[config.mk]
export PLATFORM = sky130hd
export DESIGN_NAME = mag_seq_cmp
export DESIGN_NICKNAME = d
export VERILOG_FILES = /design/src/rtl/mag_seq_cmp.sv
export SDC_FILE = /design/constraint.sdc
export NUM_CORES = 1
export LEC_CHECK = 0
export ABC_AREA = 1
export BUFFER_PORTS_ARGS = -buffer_cell sky130_fd_sc_hd__buf_2
export CAP_MARGIN = 25
export CELL_PAD_IN_SITES_DETAIL_PLACEMENT = 1
export CELL_PAD_IN_SITES_GLOBAL_PLACEMENT = 2
export CORE_AREA = 2 2 103 130
export CTS_BUF_LIST = sky130_fd_sc_hd__clkbuf_2
export DETAILED_ROUTE_END_ITERATION = 10
export DIE_AREA = 0 0 105 132
export PLACE_DENSITY = 0.83
export SLEW_MARGIN = 5
export SYNTH_ARGS = -nofsm -noshare
export SYNTH_HDL_FRONTEND = slang
export SYNTH_SLANG_ARGS = --single-unit
export TNS_END_PERCENT = 30
[constraint.sdc]
create_clock -name sys_clk -period 2.7 [get_ports sys_clk]
set_clock_uncertainty 0.15 [all_clocks]
set_input_delay 0.81 -clock sys_clk [delete_from_list [all_inputs] [get_ports sys_clk]]
set_output_delay 0.81 -clock sys_clk [all_outputs]
set_load 0.02 [all_outputs]
[src/rtl/mag_seq_cmp.sv]
// -----------------------------------------------------------------------------
// mag_seq_cmp -- nibble-serial magnitude comparator sequencer
//
// Latches two WIDTH-bit operands and resolves A vs B one 4-bit digit per clock,
// most significant digit first. The gt/eq/lt cascade state is carried in
// registers between clocks instead of through a chain of comparator stages.
//
// Parameters
//   WIDTH   operand width, multiple of 4, >= 4
//   SIGNED  0: unsigned compare, 1: two's-complement compare
//
// Ports
//   sys_clk    in   system clock, rising edge
//   reset      in   asynchronous active-high reset
//   cmd_valid  in   request a compare of a/b
//   cmd_ready  out  high only in IDLE
//   a, b       in   operands, sampled on the accept edge only
//   res_valid  out  gt/eq/lt hold a final result (DONE)
//   res_ready  in   consumer takes the result
//   gt/eq/lt   out  A>B / A==B / A<B
//   busy       out  high in RUN or DONE
//
// Configuration macro
//   MAG_SEQ_EARLY_EXIT_EN  when defined, RUN ends on the edge that resolves the
//                          first differing digit; otherwise latency is always
//                          WIDTH/4 cycles.
// -----------------------------------------------------------------------------
module mag_seq_cmp #(
    parameter int WIDTH  = 32,
    parameter bit SIGNED = 1'b0
) (
    input  logic             sys_clk,
    input  logic             reset,
    input  logic             cmd_valid,
    output logic             cmd_ready,
    input  logic [WIDTH-1:0] a,
    input  logic [WIDTH-1:0] b,
    output logic             res_valid,
    input  logic             res_ready,
    output logic             gt,
    output logic             eq,
    output logic             lt,
    output logic             busy
);

    localparam int N  = WIDTH / 4;
    localparam int CW = (N > 1) ? $clog2(N) : 1;

    typedef enum logic [1:0] {
        S_IDLE = 2'd0,
        S_RUN  = 2'd1,
        S_DONE = 2'd2
    } state_t;

    state_t              r_state;
    state_t              w_next;
    logic [N-1:0][3:0]   r_a;
    logic [N-1:0][3:0]   r_b;
    logic [CW-1:0]       r_cnt;
    logic                r_gt;
    logic                r_eq;
    logic                r_lt;
    logic [3:0]          w_da;
    logic [3:0]          w_db;
    logic                w_diff;
    logic                w_last;

    // Current digit pair. For a signed compare the top digit has its sign bit
    // flipped, which maps two's-complement ordering onto unsigned ordering.
    always_comb begin
        w_da = r_a[r_cnt];
        w_db = r_b[r_cnt];
        if (SIGNED && (r_cnt == CW'(N - 1))) begin
            w_da[3] = ~w_da[3];
            w_db[3] = ~w_db[3];
        end
    end

    assign w_diff = (w_da != w_db);
    assign w_last = (r_cnt == '0);

    // State register
    always_ff @(posedge sys_clk or posedge reset) begin
        if (reset) begin
            r_state <= S_IDLE;
        end else begin
            r_state <= w_next;
        end
    end

    // Next-state logic
    always_comb begin
        w_next = r_state;
        case (r_state)
            S_IDLE: begin
                if (cmd_valid) w_next = S_RUN;
            end
            S_RUN: begin
`ifdef MAG_SEQ_EARLY_EXIT_EN
                // Stop as soon as the first differing digit settles the answer.
                if (w_last || (r_eq && w_diff)) w_next = S_DONE;
`else
                if (w_last) w_next = S_DONE;
`endif
            end
            S_DONE: begin
                if (res_ready) w_next = S_IDLE;
            end
            default: w_next = S_IDLE;
        endcase
    end

    // Operand, counter and cascade registers
    always_ff @(posedge sys_clk or posedge reset) begin
        if (reset) begin
            r_a   <= '0;
            r_b   <= '0;
            r_cnt <= '0;
            r_gt  <= 1'b0;
            r_eq  <= 1'b0;
            r_lt  <= 1'b0;
        end else begin
            case (r_state)
                S_IDLE: begin
                    if (cmd_valid) begin
                        r_a   <= a;
                        r_b   <= b;
                        r_cnt <= CW'(N - 1);
                        r_gt  <= 1'b0;
                        r_eq  <= 1'b1;
                        r_lt  <= 1'b0;
                    end
                end
                S_RUN: begin
                    // Only the first differing digit decides; later digits
                    // leave an already-resolved cascade untouched.
                    if (r_eq && w_diff) begin
                        r_gt <= (w_da > w_db);
                        r_lt <= (w_da < w_db);
                        r_eq <= 1'b0;
                    end
                    if (!w_last) r_cnt <= r_cnt - 1'b1;
                end
                default: ;
            endcase
        end
    end

    assign cmd_ready = (r_state == S_IDLE);
    assign res_valid = (r_state == S_DONE);
    assign busy      = (r_state != S_IDLE);
    assign gt        = r_gt;
    assign eq        = r_eq;
    assign lt        = r_lt;

endmodule

# Word level (Yosys, flattened, before mapping)
# Cells that the tools add are included.
[op_classes] add_sub_neg=1 n_lt_le_gt_ge=3 eq_ne=8 n_mux=19 n_reduce_logical=9
[op_table] operator="4-bit binary-select mux with 3-bit select" n=2
[op_table] operator="3-bit AND reduction" n=3
[op_table] operator="4-bit 2-to-1 mux" n=2
[op_table] operator="2-bit inequality test (second input constant)" n=4
[op_table] operator="2-bit 2-to-1 mux" n=3
[op_table] operator="3-bit 2-to-1 mux" n=2
[op_table] operator="1-bit case mux with 2 select lines" n=3
[op_table] operator="2-bit case mux with 3 select lines" n=1
[op_table] operator="3-bit case mux with 2 select lines" n=1
[op_table] operator="1-bit 2-to-1 mux" n=5
[op_table] operator="4-bit > comparator" n=1
[op_table] operator="3-bit by 4-bit less-than comparator with 1-bit output (second input constant)" n=1
[op_table] operator="4-bit less-than comparator" n=1
[op_table] operator="4-bit inequality test" n=1
[op_table] operator="2-bit nonzero test" n=2
[op_table] operator="3-bit zero test" n=1
[op_table] operator="3-bit by 1-bit subtractor with 3-bit output (second input constant)" n=1
[op_table] operator="2-bit by 1-bit == test with 1-bit output (second input constant)" n=1
[op_table] operator="2-bit == test (second input constant)" n=1
[op_table] operator="2-bit zero test" n=1
[op_table] operator="2-bit by 1-bit inequality test with 1-bit output (second input constant)" n=1
[op_table] operator="2-bit AND reduction" n=1
[op_table] operator="1-bit logical AND" n=1
[word_totals] register_bits=72 inputBits=68 out_inout_bits=6 wordCells=61

# Longest topological paths before layout
# Gate-level depths: netlist of the first run.
[depth] word_depth=6 depth_mapped=16 depth_no_buf=14

# Worst setup path after synthesis of the first run
# No wires, ideal clock.
[synth_timing] path_kind="flip-flop to flip-flop" startpoint="register r_cnt[1]" endpoint="register r_gt, in the netlist gt" setup_time_ps=118 arrival_ps=1653 required_time_ps=2432 path_slack_ps=779 path_stages_with_launch=14 n_path_buf=2 path_cell_list="dfrtp_1 > buf_2 > inv_1 > buf_2 > nand3_1 > nand3_1 > nand2_1 > ha_1 > nand2_1 > inv_1 > nand2_1 > nand2_1 > nand3_1 > nand2_1"
[synth_between] elab_chain_cells=6
[synth_lines] element="from (decl)" line_no="59" rtl="logic [CW-1:0] r_cnt;"
[synth_lines] element="from (signal assigned)" line_no="128" rtl="r_cnt <= CW'(N - 1);"
[synth_lines] element="from (signal assigned)" line_no="142" rtl="if (!w_last) r_cnt <= r_cnt - 1'b1;"
[synth_lines] element="branches (longest 6 deep; another with 4-bit > comparator)"
[synth_lines] element="to (signal assigned)" line_no="138" rtl="r_gt <= (w_da > w_db);"
[synth_lines] element="to (decl)" line_no="60" rtl="logic r_gt;"
# Parallel ways; which one is timed is not known. The select of a mux whose other input is x is not followed.
# A chain may end at the register's enable or synchronous reset.

# Worst setup path in the final report of the first run
[layout_timing] startpoint="register r_state[0]" endpoint="output port busy"
[layout_between] elab_chain_cells=1
[layout_lines] element="from (decl)" line_no="55" rtl="state_t r_state;"
[layout_lines] element="from (signal assigned)" line_no="87" rtl="r_state <= w_next;"
[layout_lines] element="2-bit nonzero test" line_no="151" rtl="assign busy = (r_state != S_IDLE);"
[layout_lines] element="to (decl)" line_no="43" rtl="output logic busy"
# Every way passes these cells.

==> impl_metrics.py, run 1 <==
metrics = {
    "run_status": {
        "status": "completed",
    },
    "setup_path": {
        "r2r_end": "gt",
        "cp.arrival_ns": 1.43,
        "r2r-start": "r_cnt[0]",
        "critPathMaxStageDelay_ns": 0.48,
        "crit_family": "flip-flops",
        "worst_ep_required_time_ns": 1.74,
        "r2r_slack_ns": 0.53,
        "crit_path_end_kind": "output pin",
        "cp_cell_sequence": "nor2_4, inv_1, buf_2",
        "cp_max_fo": 6,
        "slowest_stage": "dfrtp_1",
        "r2r_cells": 14,
        "cp-start-kind": "register",
        "crit_buf_inv": 2,
        "crit_type": "register to output pin",
    },
    "power": {
        "pwr_density_cell_nw_per_um2": 1150,
        "ir_drop_mv": 0.314,
        "p_leak_nw": 2.36,
    },
    "clock_network": {
        "cts_root_buffer": "clkbuf_2",
        "cts_resized": 0,
        "cts.sinks": 72,
        "h-tree-depth": 3,
        "clk_latency_ns": 0.56,
        "cts_buffer_depth": 2,
        "post-cts-setup-buffers": 0,
        "cts_tree": "done",
        "hold_buffers": 0,
        "clkSlewWorstSetupHoldPaths_ns": 0.20,
        "numCtsBuffers": 9,
    },
    "placed_design": {
        "port_buffers": 73,
        "place_area_um2": 4110,
        "gp_congestion": 0.797,
        "place_inst": 702,
        "hpwl_mm": 7.03,
    },
    "hold_path": {
        "hp-class": "input port to asynchronous set/reset pin",
    },
    "timing": {
        "holdWs_ns": 0.161,
        "finalHoldViolCount": 0,
        "relSlewSlack_pct": 64.0,
        "period_share_pct": 88.5,
        "setup_viol": 0,
        "clock.fmax_mhz": 418,
        "setup_tns_ns": 0,
        "worst_slew_pin_slew_ns": 0.539,
        "period_needed_ns": 2.39,
        "slew_violations": 0,
        "rsz0062_at_grt": "no",
    },
    "logic_synthesis": {
        "ys_ff_latch": 72,
        "synth.top_cell.area_share_pct": 49.7,
        "synth_top_cell_by_area": "dfrtp_1",
        "syn-cell-area_um2": 3620,
        "yosysWarnings": 0,
        "ys_async_sr_fraction_pct": 100,
        "synthFlopType": "dfrtp_1",
        "synth_seq_area_share_pct": 49.7,
        "yosysMostFrequentCell": "nand2_1",
        "ys_types": 17,
        "synthesis.nets": 551,
        "synth-edff-count": 0,
        "ys_top_cells_by_area": "dfrtp_1, nand2_1, a21oi_1",
        "synth_cells": 477,
        "synth_common_cells": "nand2_1, inv_1, dfrtp_1",
        "syn_avg_cell_area_um2": 7.59,
    },
    "route": {
        "drc_errors": 0,
        "wirelength_mm": 9.45,
        "vias": 3141,
        "viasPerCell": 4.37,
        "drt-wirelength-per-cell_um": 13.1,
        "drt_iter0_markers": 85,
        "drt_pass1_iterations": 4,
        "ant_nets": 0,
    },
    "floorplan": {
        "die_w_um": 105,
        "dieArea_um2": 13900,
        "placement_rows": 46,
        "die_h_um": 132,
        "top_level_ports": 74,
        "start_util_pct": 28.9,
        "core_area_um2": 12500,
    },
    "finish": {
        "nNetsFinal": 619,
        "layout.cells.non_filler": 719,
        "area_growth_pct": 16.5,
        "drive_above_1_share_pct": 18.5,
        "final_area_um2": 4220,
    },
    "grt": {
        "grt_max_degree": 73,
        "grt_pass1_vias": 3489,
        "grt_usage_pct": 14.7,
        "antenna_found_initial": 1,
        "overflow": 0,
        "grt_pass1_wl_mm": 16.3,
    },
    "run": {
        "drv_cap": 0,
    },
}
-- layer usage --
| layer | routed length [um] | vias up | global-route usage [%] |
|---|---|---|---|
| met4 | 153 | 0 | 4.89 |
| met2 | 4710 | 44 | 25.8 |
| li1 | - | 1602 | - |
| met1 | 4250 | 1484 | 17.2 |
| met3 | 342 | 11 | 3.95 |
| met5 | 0 | - | 0 |
-- logic make-up after synthesis --
group / after synthesis / synth area share, %
compound gates: 66 / 9.15
buf+inv: 99 / 12.8
fa+ha+maj: 6 / 2.07
flops: 72 / 49.7
simple gates: 234 / 26.2
-- area by class of cell --
type | instances | area, um^2
Multi-Input combinational cell | 306 | 1360
Clock inverter | 4 | 45.0
Inverter | 74 | 282
Clock buffer | 12 | 60.1
Antenna cell | 1 | 2.50
Sequential cell | 72 | 1800
Tap cell | 168 | 210
Timing Repair Buffer | 82 | 458
Fill cell | 1625 | 8330
-- power breakdown --
group	switching, W	internal [W]
clock network	0.000384	0.000221
registers	0.000201	0.00157
logic	0.00161	0.000854
-- worst max path at each step --
stage	slack, ns	depth (start not counted)	to	from
after floorplan	0.78	13	gt	r_cnt[1]
after global placement	0.61	5	r_a[4]	cmd_valid
after detailed placement	0.55	14	gt	r_cnt[0]
after CTS	0.25	3	busy	r_state[0]
after global routing	0.19	3	res_valid	r_state[1]
final	0.31	3	busy	r_state[0]
-- per-stage QoR --
step                power, W  utilization [%]  setup WS [ns]
CTS                  0.00495             33.6          0.247
floorplan            0.00368                -          0.779
global route         0.00541             33.6          0.192
global placement     0.00422             32.8          0.614
finish               0.00485             33.6          0.309
detailed placement   0.00433             32.8          0.546
-- flip-flops by register name, summed over array words and instances (netlist names) --
register and flops:
r_a 32, r_cnt 3, gt 1, r_state 2, eq 1, r_b 32, lt 1
-- placed cells by master (no fill, tap or decap), drive strengths merged, types with 3 or more instances in the layout --
master | netlist | routed
nand2 | 116 | 116
ha | 6 | 6
o21ai | 3 | 3
nand3 | 47 | 47
clkinv | 0 | 3
dfrtp | 72 | 72
a21oi | 62 | 62
inv | 74 | 73
nor2 | 70 | 70
buf | 25 | 82
clkbuf | 0 | 12
-- worst min-delay path, stage by stage --
cell	delay, ns
buf_2	0.11
clkinvlp_4	0.07
buf_12	0.32
(Power assumes the default switching activity.)
==> run 2: changes to the inputs <==
- ABC_AREA: 1 -> unset
- CORE_AREA: 2 2 103 130 -> 2 2 97 122
- DIE_AREA: 0 0 105 132 -> 0 0 99 124
- MAX_ROUTING_LAYER: unset -> met4
- PLACE_DENSITY: 0.83 -> unset
- PLACE_DENSITY_LB_ADDON: unset -> 0.1
==> impl_metrics.py, run 2 <==
metrics = {
    "route": {
        "wirelength_mm": 8.49,
        "drt_pass1_iterations": 4,
        "viasPerCell": 4.57,
        "ant_nets": 0,
        "vias": 2614,
        "drt_iter0_markers": 80,
        "drc_errors": 0,
        "drt-wirelength-per-cell_um": 14.8,
    },
    "floorplan": {
        "dieArea_um2": 12300,
        "start_util_pct": 30.7,
        "die_h_um": 124,
        "placement_rows": 43,
        "core_area_um2": 11000,
        "top_level_ports": 74,
        "die_w_um": 99,
    },
    "logic_synthesis": {
        "synth_cells": 359,
        "synthesis.nets": 433,
        "synth_common_cells": "nand2_1, dfrtp_1, buf_2",
        "synth_simple_gate_area_share_pct": 25.5,
        "yosysMostFrequentCell": "nand2_1",
        "synth.top_cell.area_share_pct": 53.3,
        "synth_top_family_by_area": "simple AND/OR/NAND/NOR gates",
        "synth_top_cell_by_area": "dfrtp_1",
        "yosysWarnings": 0,
        "synth-edff-count": 0,
        "synth_seq_area_share_pct": 53.3,
        "synth_compound_area_share_pct": 1.81,
        "ys_top_cells_by_area": "dfrtp_1, nand2_1, mux4_2",
        "syn_avg_cell_area_um2": 9.42,
        "yosys.area_share.adder_pct": 2.22,
        "synthMuxAreaShare_pct": 13.0,
        "ys_types": 27,
        "synth-xor-area-share_pct": 0,
        "synthFlopType": "dfrtp_1",
        "ys_ff_latch": 72,
        "ys_async_sr_fraction_pct": 100,
        "syn-cell-area_um2": 3380,
    },
    "grt": {
        "grt_usage_pct": 15.7,
        "overflow": 0,
        "grt_max_degree": 73,
        "grt_pass1_wl_mm": 14.4,
        "grt_pass1_vias": 2823,
        "grt_util_met3_pct": 2.19,
        "busiest_layer": "met2",
        "antenna_found_initial": 0,
        "met2_usage_pct": 24.6,
        "met1_usage_pct": 20.2,
    },
    "clock_network": {
        "numCtsBuffers": 9,
        "cts.sinks": 72,
        "cts_tree": "done",
        "cts_root_buffer": "clkbuf_2",
        "clkSlewWorstSetupHoldPaths_ns": 0.18,
        "clk_latency_ns": 0.52,
        "h-tree-depth": 3,
        "cts_buffer_depth": 2,
    },
    "timing": {
        "worst_slew_pin_slew_ns": 0.380,
        "finalHoldViolCount": 0,
        "period_share_pct": 94.8,
        "setup_viol": 0,
        "relSlewSlack_pct": 74.4,
        "period_needed_ns": 2.56,
        "slew_violations": 0,
        "fin_ws_ns": 0.140,
        "clock.fmax_mhz": 391,
    },
    "power": {
        "swShare_pct": 39.9,
        "internal_power_w": 0.00281,
        "p_sw_w": 0.00186,
        "p_leak_nw": 2.20,
        "pwr-share-comb_pct": 46.3,
        "ir_drop_mv": 0.303,
        "p_total_w": 0.00467,
        "p_clk_share_pct": 12.4,
        "pwr_density_cell_nw_per_um2": 1160,
        "seqPwrFrac_pct": 41.4,
    },
    "run_status": {
        "status": "completed",
    },
    "placed_design": {
        "gp_congestion": 0.764,
        "dp_slack_ns": 0.146,
        "port_buffers": 73,
        "hpwl_mm": 6.00,
    },
    "setup_path": {
        "cp_max_fo": 5,
        "worst_ep_required_time_ns": 2.97,
        "r2r_end": "gt",
        "cp.arrival_ns": 2.83,
        "cp-startpoint": "r_cnt[0]",
        "crit_path_end_kind": "register",
        "r2r_slack_ns": 0.14,
        "r2r_cells": 8,
        "cp-start-kind": "register",
        "crit_type": "register to register",
        "r2r-start": "r_cnt[0]",
    },
    "finish": {
        "nNetsFinal": 507,
        "layout_common_cells": "nand2_1, buf_2, dfrtp_1, clkbuf_2, mux4_2",
        "diodes": 0,
        "reg.largest.list": "r_a x32, r_b x32, r_cnt x3",
        "drive_above_1_share_pct": 25.2,
        "area_growth_pct": 19.4,
        "final_common_cell": "nand2_1",
    },
    "run": {
        "drv_cap": 0,
    },
    "hold_path": {
        "hp-class": "input port to asynchronous set/reset pin",
    },
}
[run 2: cell count changes after synthesis, sizes merged, moves of 16 or more]
cell   previous run  this run
a21oi            62         2
nand3            47         3
nand2           116       213
nor2             70         1
inv              74         7
mux4              0        16
[run 2: final cells by class]
| type | count | area [um^2] |
|---|---|---|
| fillers | 1299 | 6990 |
| well taps | 135 | 169 |
| clock inverters | 5 | 48.8 |
| repair buffers | 82 | 490 |
| clock buffers | 10 | 50.0 |
| flip-flops and latches | 72 | 1800 |
| multi-input cells | 261 | 1450 |
| inverters | 7 | 30.0 |
[run 2: kinds of logic (layout without fill, tap and decap cells)]
group                      Yosys count  after routing
muxes                               21             21
buffers and inverters               26            104
AOI/OAI and AO/OA                   10             10
adders and majority gates            6              6
DFF                                 72             72
and+or+nand+nor                    224            224
[run 2: how the worst max path moves through the flow]
stage	to	slack, ns
floorplan	gt	0.35
global placement	gt	0.25
detailed placement	gt	0.15
CTS	gt	0.11
global route	gt	-0.02
finish	gt	0.14
[run 2: power by group through the flow]
stage          Combinational [W]  Clock, W  Sequential (W)
2_1_floorplan            0.00165         0         0.00179
3_3_place_gp             0.00199         0         0.00198
3_5_place_dp             0.00211         0         0.00194
4_1_cts                  0.00212  0.000609         0.00193
5_1_grt                  0.00251  0.000644         0.00201
6_report                 0.00216  0.000577         0.00193
[run 2: timing repair]
item | CTS | global route
buffers inserted | 0 | 1
setup endpoints to repair | 0 | 1
gates resized for setup | 0 | 6
hold buffers | 0 | 0
[run 2: routing by layer]
metal / up-vias / routed length, um
met5: - / 0
met4: 0 / 182
met3: 13 / 275
met2: 52 / 4140
met1: 1254 / 3900
li1: 1295 / -
[run 2: critical path, cell delays in order, from the launching register on]
cell     delay [ns]
dfrtp_2        0.48
buf_8          0.15
mux4_2         0.50
mux2i_1        0.25
ha_1           0.30
nand4_1        0.15
nand3_2        0.10
and3_1         0.19
a41o_1         0.20
[run 2: stage by stage]
step	cells	TNS, ns	hold slack, ns	util, %	area (um^2)
finish	572	0	0.209	36.6	4040
global route	572	-0.0245	0.200	36.6	4040
CTS	570	0	0.179	36.1	3980
detailed placement	555	0	0.312	35.2	3880
global placement	555	0	0.305	35.2	3880
floorplan	359	0	0.287	-	3380
